File: config.mk
export PLATFORM = sky130hd
export DESIGN_NAME = switch_matrix_config_loader
export DESIGN_NICKNAME = d
export VERILOG_FILES = /design/src/rtl/cfg_loader_pkg.sv /design/src/rtl/cfg_word_serializer.sv /design/src/rtl/switch_matrix_config_loader.sv
export SDC_FILE = /design/constraint.sdc
export NUM_CORES = 1
export LEC_CHECK = 0
export ABC_AREA = 0
export CORE_ASPECT_RATIO = 0.7
export CORE_UTILIZATION = 31
export CTS_CLUSTER_DIAMETER = 60
export DETAILED_ROUTE_END_ITERATION = 6
export GPL_ROUTABILITY_DRIVEN = 1
export GPL_TIMING_DRIVEN = 1
export MAX_ROUTING_LAYER = met4
export PLACE_DENSITY = 0.56
export SLEW_MARGIN = 15
export SYNTH_ARGS = -nofsm -noshare
export SYNTH_HDL_FRONTEND = slang
export SYNTH_SLANG_ARGS = --single-unit
File: constraint.sdc
create_clock -name CLK -period 6.8 [get_ports CLK]
set_clock_uncertainty 0.2 [all_clocks]
set_input_delay 2.04 -clock CLK [delete_from_list [all_inputs] [get_ports CLK]]
set_output_delay 2.04 -clock CLK [all_outputs]
set_load 0.05 [all_outputs]
File: src/rtl/cfg_loader_pkg.sv
// cfg_loader_pkg: shared definitions for the switch-matrix configuration loader.
//   state_t             - loader FSM states
//   DEF_NO_CONFIG_BITS  - default configuration chain length
//   DEF_WORD_W          - default input word width
package cfg_loader_pkg;

  typedef enum logic [2:0] {
    ST_IDLE  = 3'd0,
    ST_LOAD  = 3'd1,
    ST_SHIFT = 3'd2,
    ST_LATCH = 3'd3,
    ST_DONE  = 3'd4
  } state_t;

  localparam int DEF_NO_CONFIG_BITS = 64;
  localparam int DEF_WORD_W         = 32;

endpackage

File: src/rtl/cfg_word_serializer.sv
// cfg_word_serializer: holds one configuration word and presents it one bit
// per shift, LSB first, for a programmable number of bits.
//   CLK, RST   - clock, asynchronous active-high reset
//   load       - capture word_data and load_bits
//   load_bits  - number of bits of this word to present (1..WORD_W)
//   word_data  - word to serialize
//   shift      - advance to the next bit
//   bit_out    - current bit
//   last_bit   - current bit is the last one of this word
module cfg_word_serializer
  import cfg_loader_pkg::*;
#(
  parameter int  WORD_W = DEF_WORD_W,
  localparam int BC_W   = $clog2(WORD_W + 1)
) (
  input  logic              CLK,
  input  logic              RST,
  input  logic              load,
  input  logic [BC_W-1:0]   load_bits,
  input  logic [WORD_W-1:0] word_data,
  input  logic              shift,
  output logic              bit_out,
  output logic              last_bit
);

  logic [WORD_W-1:0] word_reg;
  logic [BC_W-1:0]   bits_left;

  always_ff @(posedge CLK or posedge RST) begin
    if (RST) begin
      word_reg  <= '0;
      bits_left <= '0;
    end else if (load) begin
      word_reg  <= word_data;
      bits_left <= load_bits;
    end else if (shift && (bits_left != '0)) begin
      word_reg  <= word_reg >> 1;
      bits_left <= bits_left - BC_W'(1);
    end
  end

  // Bits above load_bits are never presented, which drops the unused
  // upper part of a final partial word.
  assign bit_out  = word_reg[0];
  assign last_bit = (bits_left == BC_W'(1));

endmodule

File: src/rtl/switch_matrix_config_loader.sv
// switch_matrix_config_loader: accepts configuration words over a valid/ready
// handshake and shifts NO_CONFIG_BITS bits, LSB first, into a switch-matrix
// configuration chain, then pulses conf_latch to commit it.
//   CLK, RST              - clock, asynchronous active-high reset
//   start, abort          - begin a load from IDLE / cancel a load in progress
//   word_data, word_valid, word_ready - input word handshake
//   conf_out, conf_shift  - serial bit and shift enable into the chain head
//   conf_latch            - one-cycle commit pulse
//   busy, done            - load in progress / one-cycle completion pulse
// Optional (CONFIG_READBACK_EN defined):
//   conf_in               - chain tail, sampled on every conf_shift cycle
//   rb_data, rb_valid     - readback word, zero-padded on the MSB side
//
// state  | meaning
// IDLE   | waiting for start
// LOAD   | word_ready high, waiting for a word
// SHIFT  | one chain bit per cycle from the current word
// LATCH  | conf_latch pulse
// DONE   | done pulse, back to IDLE
module switch_matrix_config_loader
  import cfg_loader_pkg::*;
#(
  parameter int NO_CONFIG_BITS = DEF_NO_CONFIG_BITS,
  parameter int WORD_W         = DEF_WORD_W
) (
  input  logic              CLK,
  input  logic              RST,
  input  logic              start,
  input  logic              abort,
  input  logic [WORD_W-1:0] word_data,
  input  logic              word_valid,
  output logic              word_ready,
  output logic              conf_out,
  output logic              conf_shift,
  output logic              conf_latch,
  output logic              busy,
  output logic              done
`ifdef CONFIG_READBACK_EN
  ,
  input  logic              conf_in,
  output logic [WORD_W-1:0] rb_data,
  output logic              rb_valid
`endif
);

  localparam int CNT_W = $clog2(NO_CONFIG_BITS + 1);
  localparam int BC_W  = $clog2(WORD_W + 1);

  state_t            state;
  logic [CNT_W-1:0]  bit_cnt;
  logic [CNT_W-1:0]  bit_cnt_nxt;
  logic [CNT_W-1:0]  remaining;
  logic [BC_W-1:0]   load_bits;
  logic              ser_load;
  logic              ser_bit;
  logic              ser_last;

  assign bit_cnt_nxt = bit_cnt + CNT_W'(1);
  assign remaining   = CNT_W'(NO_CONFIG_BITS) - bit_cnt;

  // Each word carries min(WORD_W, remaining) bits.
  always_comb begin
    load_bits = BC_W'(WORD_W);
    if (int'(remaining) < WORD_W) load_bits = BC_W'(remaining);
  end

  assign ser_load = (state == ST_LOAD) && word_valid && !abort;

  cfg_word_serializer #(.WORD_W(WORD_W)) u_serializer (
    .CLK       (CLK),
    .RST       (RST),
    .load      (ser_load),
    .load_bits (load_bits),
    .word_data (word_data),
    .shift     (conf_shift),
    .bit_out   (ser_bit),
    .last_bit  (ser_last)
  );

  assign conf_out = conf_shift & ser_bit;

  always_ff @(posedge CLK or posedge RST) begin
    if (RST) begin
      state      <= ST_IDLE;
      bit_cnt    <= '0;
      word_ready <= 1'b0;
      conf_shift <= 1'b0;
      conf_latch <= 1'b0;
      busy       <= 1'b0;
      done       <= 1'b0;
    end else begin
      conf_latch <= 1'b0;
      done       <= 1'b0;
      if (abort && (state != ST_IDLE)) begin
        // Chain contents are left as they are; only the sequence stops.
        state      <= ST_IDLE;
        word_ready <= 1'b0;
        conf_shift <= 1'b0;
        busy       <= 1'b0;
      end else begin
        case (state)
          ST_IDLE: begin
            if (start) begin
              state      <= ST_LOAD;
              bit_cnt    <= '0;
              word_ready <= 1'b1;
              busy       <= 1'b1;
            end
          end
          ST_LOAD: begin
            if (word_valid) begin
              state      <= ST_SHIFT;
              word_ready <= 1'b0;
              conf_shift <= 1'b1;
            end
          end
          ST_SHIFT: begin
            bit_cnt <= bit_cnt_nxt;
            if (ser_last) begin
              conf_shift <= 1'b0;
              if (bit_cnt_nxt == CNT_W'(NO_CONFIG_BITS)) begin
                state      <= ST_LATCH;
                conf_latch <= 1'b1;
              end else begin
                state      <= ST_LOAD;
                word_ready <= 1'b1;
              end
            end
          end
          ST_LATCH: begin
            state <= ST_DONE;
            done  <= 1'b1;
          end
          ST_DONE: begin
            state <= ST_IDLE;
            busy  <= 1'b0;
          end
          default: begin
            state      <= ST_IDLE;
            word_ready <= 1'b0;
            conf_shift <= 1'b0;
            busy       <= 1'b0;
          end
        endcase
      end
    end
  end

`ifdef CONFIG_READBACK_EN
  localparam int IDX_W = $clog2(WORD_W);

  logic [WORD_W-1:0] rb_sr;
  logic [IDX_W-1:0]  rb_idx;

  // Readback groups line up with input words, so a group closes on the
  // serializer's last bit; a short final word yields a zero-padded group.
  always_ff @(posedge CLK or posedge RST) begin
    if (RST) begin
      rb_sr    <= '0;
      rb_idx   <= '0;
      rb_data  <= '0;
      rb_valid <= 1'b0;
    end else begin
      rb_valid <= 1'b0;
      if (state == ST_IDLE) begin
        rb_sr  <= '0;
        rb_idx <= '0;
      end else if (conf_shift) begin
        if (ser_last) begin
          rb_data  <= rb_sr | (WORD_W'(conf_in) << rb_idx);
          rb_valid <= 1'b1;
          rb_sr    <= '0;
          rb_idx   <= '0;
        end else begin
          rb_sr[rb_idx] <= conf_in;
          rb_idx        <= rb_idx + IDX_W'(1);
        end
      end
    end
  end
`endif

endmodule

==> flow_metrics.tcl, run 1 <==
set metrics [dict create \
    status "complete, no violations" \
    wl_per_cell_um 13.35 \
    required_ns 6.76 \
    grt_pass1_vias 2138 \
    post-place-cells 454 \
    placed_area_um2 3423 \
    design.core.area_um2 9071 \
    worstSetupPathType "in -> reg" \
    synthDominantCellAreaShare 0.4567 \
    numClockSinks 53 \
    synth_most_common_cell "dfrtp_1" \
    ios 43 \
    drtPass1Iterations 4 \
    cts.path.max_buffers 2 \
    ys_seq_elements 53 \
    setup_tns_ns 0 \
    grt_pass1_wl_mm 10.68 \
    cts_made_buffers 5 \
    max-vdd-ir-drop_mv 0.1610 \
    synth_top_cell_by_area "dfrtp_1" \
    yosys_warnings 0 \
    die_area_um2 9766 \
    min_period_over_period 0.6272 \
    syn_nets 347 \
    power_density_nw_per_um2 406.5 \
    synth_edf_count 0 \
    worstPathCellList "clkdlybuf4s50_1 > nor2_1 > nand3_2 > buf_4 > nor2_1 > a21oi_1" \
    p_total_mw 1.460 \
    cp.arrival_ns 4.23 \
    cts_root_buffer "clkbuf_16" \
    drtIter0Drc 165 \
    via_count 2259 \
    area_growth_pct 23.70 \
    path_delay_family "buffers and inverters" \
    antenna_found_initial 0 \
    layout.cells.non_filler 462 \
    chipHeight_um 82.98 \
    synthTopCellsByArea "dfrtp_1 (46%), mux2i_1 (11%), a21oi_1 (6.0%)" \
    drcViolationCount 0 \
    grt.overflow.total 0 \
    max_cap_viol_count 0 \
    slew_headroom 0.4935 \
    fmax_mhz 234.5 \
    gp_congestion 0.7907 \
    dpl.hpwl_mm 4.265 \
    num_rows 29 \
    hold_class "reg -> reg" \
    synth.avg_cell_area_um2 9.521 \
    cp_common_cell "nor2_1" \
    maxSlewViolCount 0 \
    async_flop_share 1.000 \
    dp_worst_setup_slack_ns 2.247 \
    netlist_instances 305 \
    viasPerCell 4.890 \
    n_antenna_cell 0 \
    drive_gt1_frac 0.06805 \
    period_needed_ns 4.265 \
    htree_levels 2 \
    synthFlopType "dfrtp_1" \
    finalHoldViolations 0 \
    initial_core_util 0.3201 \
    cp_num_buf_inv 2 \
    slowest_delay_ns 0.60 \
    ant_nets 0 \
    netlist_area_um2 2904 \
    numPortBuffers 42 \
    wirelength_mm 6.170 \
    insertion_delay_ns 0.29 \
    critPathMaxFanout 40 \
    cts_resized 0 \
    cts_tree "done" \
    layout_setup_ws_ns 2.535 \
    cts-hold-fix-buffers 0 \
    ys_top_cells_by_count "dfrtp_1 (53), nor2_1 (40), a21oi_1 (35)" \
    grt_usage 0.1379 \
    final_nets 379 \
    post_cts_buffers 0 \
    synth.distinct_cells 50 \
    grt_start_max_net_pins 54 \
    rsz0062_at_grt "no" \
    startpoint_type "input pin" \
    critical-path-slowest-cell "clkdlybuf4s50_1" \
    ys_seq_area_frac 0.4567 \
    clk_pin_slew_ns 0.07 \
    chipWidth_um 117.7 \
    end_kind "flop" \
    design_area_um2 3592 \
    setup_viol 0 \
    p_leak_nw 1.500 \
    worst_pin_slew_ns 0.7528 \
    largest_reg_flops 32 \
]
layout by cell type (no fill, tap or decap), types with 4 or more instances in the layout:
cell             Yosys  final
dfrtp_1             53     53
clkdlybuf4s50_1      0     42
nor2_1              40     40
a21oi_1             35     35
mux2i_1             33     33
nand2_1             15     15
o21ai_0             11     11
inv_1               11     10
o211ai_1             7      7
xnor2_1              6      6
nand3_1              6      6
nor3_1               5      5
ha_1                 5      5
clkbuf_16            0      5
nor4_1               4      4
nor2b_1              4      4
per-layer routing:
| layer | vias to the layer above | part of all wire | track usage |
|---|---|---|---|
| met3 | 7 | 0.036 | 0.02404 |
| li1 | 1154 | - | - |
| met4 | 0 | 0.0089 | 0.03147 |
| met2 | 44 | 0.40 | 0.1893 |
| met1 | 1054 | 0.56 | 0.2082 |
| met5 | - | 0 | - |
through the flow:
step,hold slack (ns),utilization
floorplan,0.2966,-
detailed placement,0.3177,0.3774
global placement,0.3109,0.3774
global route,0.3675,0.3960
finish,0.3271,0.3960
CTS,0.3277,0.3960
worst min-delay path, delay by kind of cell (launching register included):
family	cells	cell delay, ns
flops	1	0.38
simple gates	1	0.06
compound gates	1	0.05
worst paths after layout:
kind | start | end | slack [ns] | cells past startpoint
max in group asynchronous | RST | bit_cnt[2]$_DFFE_PP0P_ | 3.88 | 3
min in group asynchronous | RST | u_serializer.word_reg[15]$_DFFE_PP0P_ | 2.07 | 3
min reg2reg | u_serializer.word_reg[31]$_DFFE_PP0P_ | u_serializer.word_reg[31]$_DFFE_PP0P_ | 0.33 | 2
min | u_serializer.word_reg[31]$_DFFE_PP0P_ | u_serializer.word_reg[31]$_DFFE_PP0P_ | 0.33 | 2
max | abort | u_serializer.word_reg[27]$_DFFE_PP0P_ | 2.54 | 6
max reg2reg | state[0]$_DFFE_PP0P_ | u_serializer.word_reg[27]$_DFFE_PP0P_ | 4.31 | 5
power by group:
| group | switching [mW] | internal (mW) |
|---|---|---|
| Sequential | 0.108 | 0.441 |
| Combinational | 0.323 | 0.300 |
| Clock | 0.114 | 0.174 |
| Total | 0.544 | 0.916 |
cell type report:
| cell class | count | area (um2) |
|---|---|---|
| Fill cell | 934 | 5479 |
| Multi-Input combinational cell | 221 | 1458 |
| Sequential cell | 53 | 1326 |
| Timing Repair Buffer | 45 | 442.9 |
| Tap cell | 124 | 155.1 |
| Clock buffer | 5 | 125.1 |
| Clock inverter | 3 | 43.79 |
| Inverter | 11 | 41.29 |
cells by family after synthesis:
kind of cell	count (synthesis)	share of synthesized area
muxes	33	0.1137
xor gates and xnor gates	9	0.02714
and+or+nand+nor	95	0.1633
DFF	53	0.4567
adders and majority gates	5	0.02154
AOI/OAI and AO/OA	79	0.1736
buffers and inverters	31	0.04395
(Power assumes the default switching activity.)
==> inputs of run 2 (changes only) <==
clock period = 4.2 ns   (was 6.8 ns; I/O delays follow)
==> run 2 against run 1 <==
Against the previous run:
- register-to-register slack worse by 2.4 ns
- critical path depth is 4 lower
- final area is 0.21% lower
- largest cell class unchanged
==> flow_metrics.tcl, run 2 (same netlist as run 1, synthesis figures left out) <==
set metrics [dict create \
    period_needed_ns 3.321 \
    end_kind "output pin" \
    dpl.hpwl_mm 4.511 \
    layout_commonest_cell "dfrtp_1" \
    p_seq_frac 0.385 \
    viasPerCell 4.849 \
    startpoint_type "flop" \
    power_density_nw_per_um2 648.3 \
    drcViolationCount 0 \
    worstSetupPathType "reg -> out" \
    hold_class "reg -> reg" \
    p_leak_nw 1.495 \
    chipWidth_um 117.7 \
    final_nets 381 \
    drtPass1Iterations 4 \
    p_int_mw 1.424 \
    critPathMaxFanout 8 \
    drtIter0Drc 70 \
    max_cap_viol_count 0 \
    gp_congestion 0.8003 \
    wl_per_cell_um 13.81 \
    min_period_over_period 0.7908 \
    cts.path.max_buffers 2 \
    setup_viol 0 \
    post_cts_buffers 0 \
    grt.overflow.total 0 \
    cts_tree "done" \
    p_comb_frac 0.437 \
    ant_nets 0 \
    grt_pass1_wl_mm 10.85 \
    n_antenna_cell 0 \
    fmax_mhz 301.1 \
    cts_made_buffers 5 \
    switchingPower_mw 0.8995 \
    largest_reg_flops 32 \
    cts_root_buffer "clkbuf_16" \
    numPortBuffers 42 \
    status "complete, no violations" \
    slew_headroom 0.4666 \
    layout.cells.non_filler 464 \
    insertion_delay_ns 0.29 \
    whs_ns 0.3416 \
    final_cell_mix "dfrtp_1 (53), clkdlybuf4s50_1 (42), nor2_1 (40)" \
    antenna_found_initial 0 \
    max-vdd-ir-drop_mv 0.2624 \
    rsz0062_at_grt "no" \
    clk_pin_slew_ns 0.07 \
    maxSlewViolCount 0 \
    finalHoldViolations 0 \
    chipHeight_um 82.98 \
    grt_start_max_net_pins 36 \
    cts-hold-fix-buffers 0 \
    switching_share 0.3871 \
    fillers 894 \
    num_rows 29 \
    setup_tns_ns 0 \
    grt_usage 0.1423 \
    die_area_um2 9766 \
    area_growth_pct 23.44 \
    grt_pass1_vias 2159 \
    cts_resized 0 \
    htree_levels 2 \
    cp.arrival_ns 1.86 \
    ios 43 \
    initial_core_util 0.3201 \
    numClockSinks 53 \
    post-place-cells 456 \
    worst_pin_slew_ns 0.7928 \
    clkPwrFrac 0.178 \
    drive_gt1_frac 0.07353 \
    design.core.area_um2 9071 \
    required_ns 2.74 \
    wirelength_mm 6.407 \
    via_count 2250 \
]
[run 2: layer usage]
layer	GRT usage	vias up	wire, um
li1	-	1160	-
met1	0.2119	1040	3513
met2	0.1904	46	2618
met3	0.03022	4	234
met4	0.04196	0	40
met5	-	-	0
[run 2: critical path: stages (launching register included)]
cell and delay, ns:
dfrtp_1 0.56, and2_1 0.21, clkdlybuf4s50_1 0.80
[run 2: area by class of cell]
type,count,area (um2),area share
clock inverters,3,21.27,0.005934
clock buffers,5,125.1,0.03490
well taps,124,155.1,0.04328
flip-flops and latches,53,1326,0.3700
repair buffers,47,457.9,0.1277
inverters,11,41.29,0.01152
multi-input cells,221,1458,0.4066
[run 2: final timing paths]
kind                                                        from                                    end  slack (ns)  cells after the start
max in group asynchronous                                    RST                 bit_cnt[2]$_DFFE_PP0P_        2.17                      3
max reg2reg                u_serializer.bits_left[2]$_DFFE_PP0P_  u_serializer.bits_left[0]$_DFFE_PP0P_        1.86                      5
max                                       conf_shift$_DFFE_PP0P_                               conf_out        0.88                      2
min                        u_serializer.word_reg[31]$_DFFE_PP0P_  u_serializer.word_reg[31]$_DFFE_PP0P_        0.34                      2
min in group asynchronous                                    RST  u_serializer.word_reg[15]$_DFFE_PP0P_        1.04                      2
min reg2reg                u_serializer.word_reg[31]$_DFFE_PP0P_  u_serializer.word_reg[31]$_DFFE_PP0P_        0.34                      2
[run 2: stage by stage]
step                      worst slack (ns)  cell area [um2]  total power [mW]    util
after floorplan                      1.454             2904             1.669       -
after global placement              0.9950             3438             1.905  0.3790
after detailed placement            0.9207             3438             1.926  0.3790
after CTS                           0.8502             3585             2.353  0.3952
after global routing                0.8241             3585             2.502  0.3952
final                               0.8788             3585             2.324  0.3952
[run 2: power groups by stage]
stage / clock network, mW / registers [mW] / logic, mW
2_1_floorplan: 0 / 0.876 / 0.793
3_3_place_gp: 0 / 0.896 / 1.01
3_5_place_dp: 0 / 0.903 / 1.02
4_1_cts: 0.430 / 0.895 / 1.03
5_1_grt: 0.450 / 0.928 / 1.12
6_report: 0.415 / 0.895 / 1.01
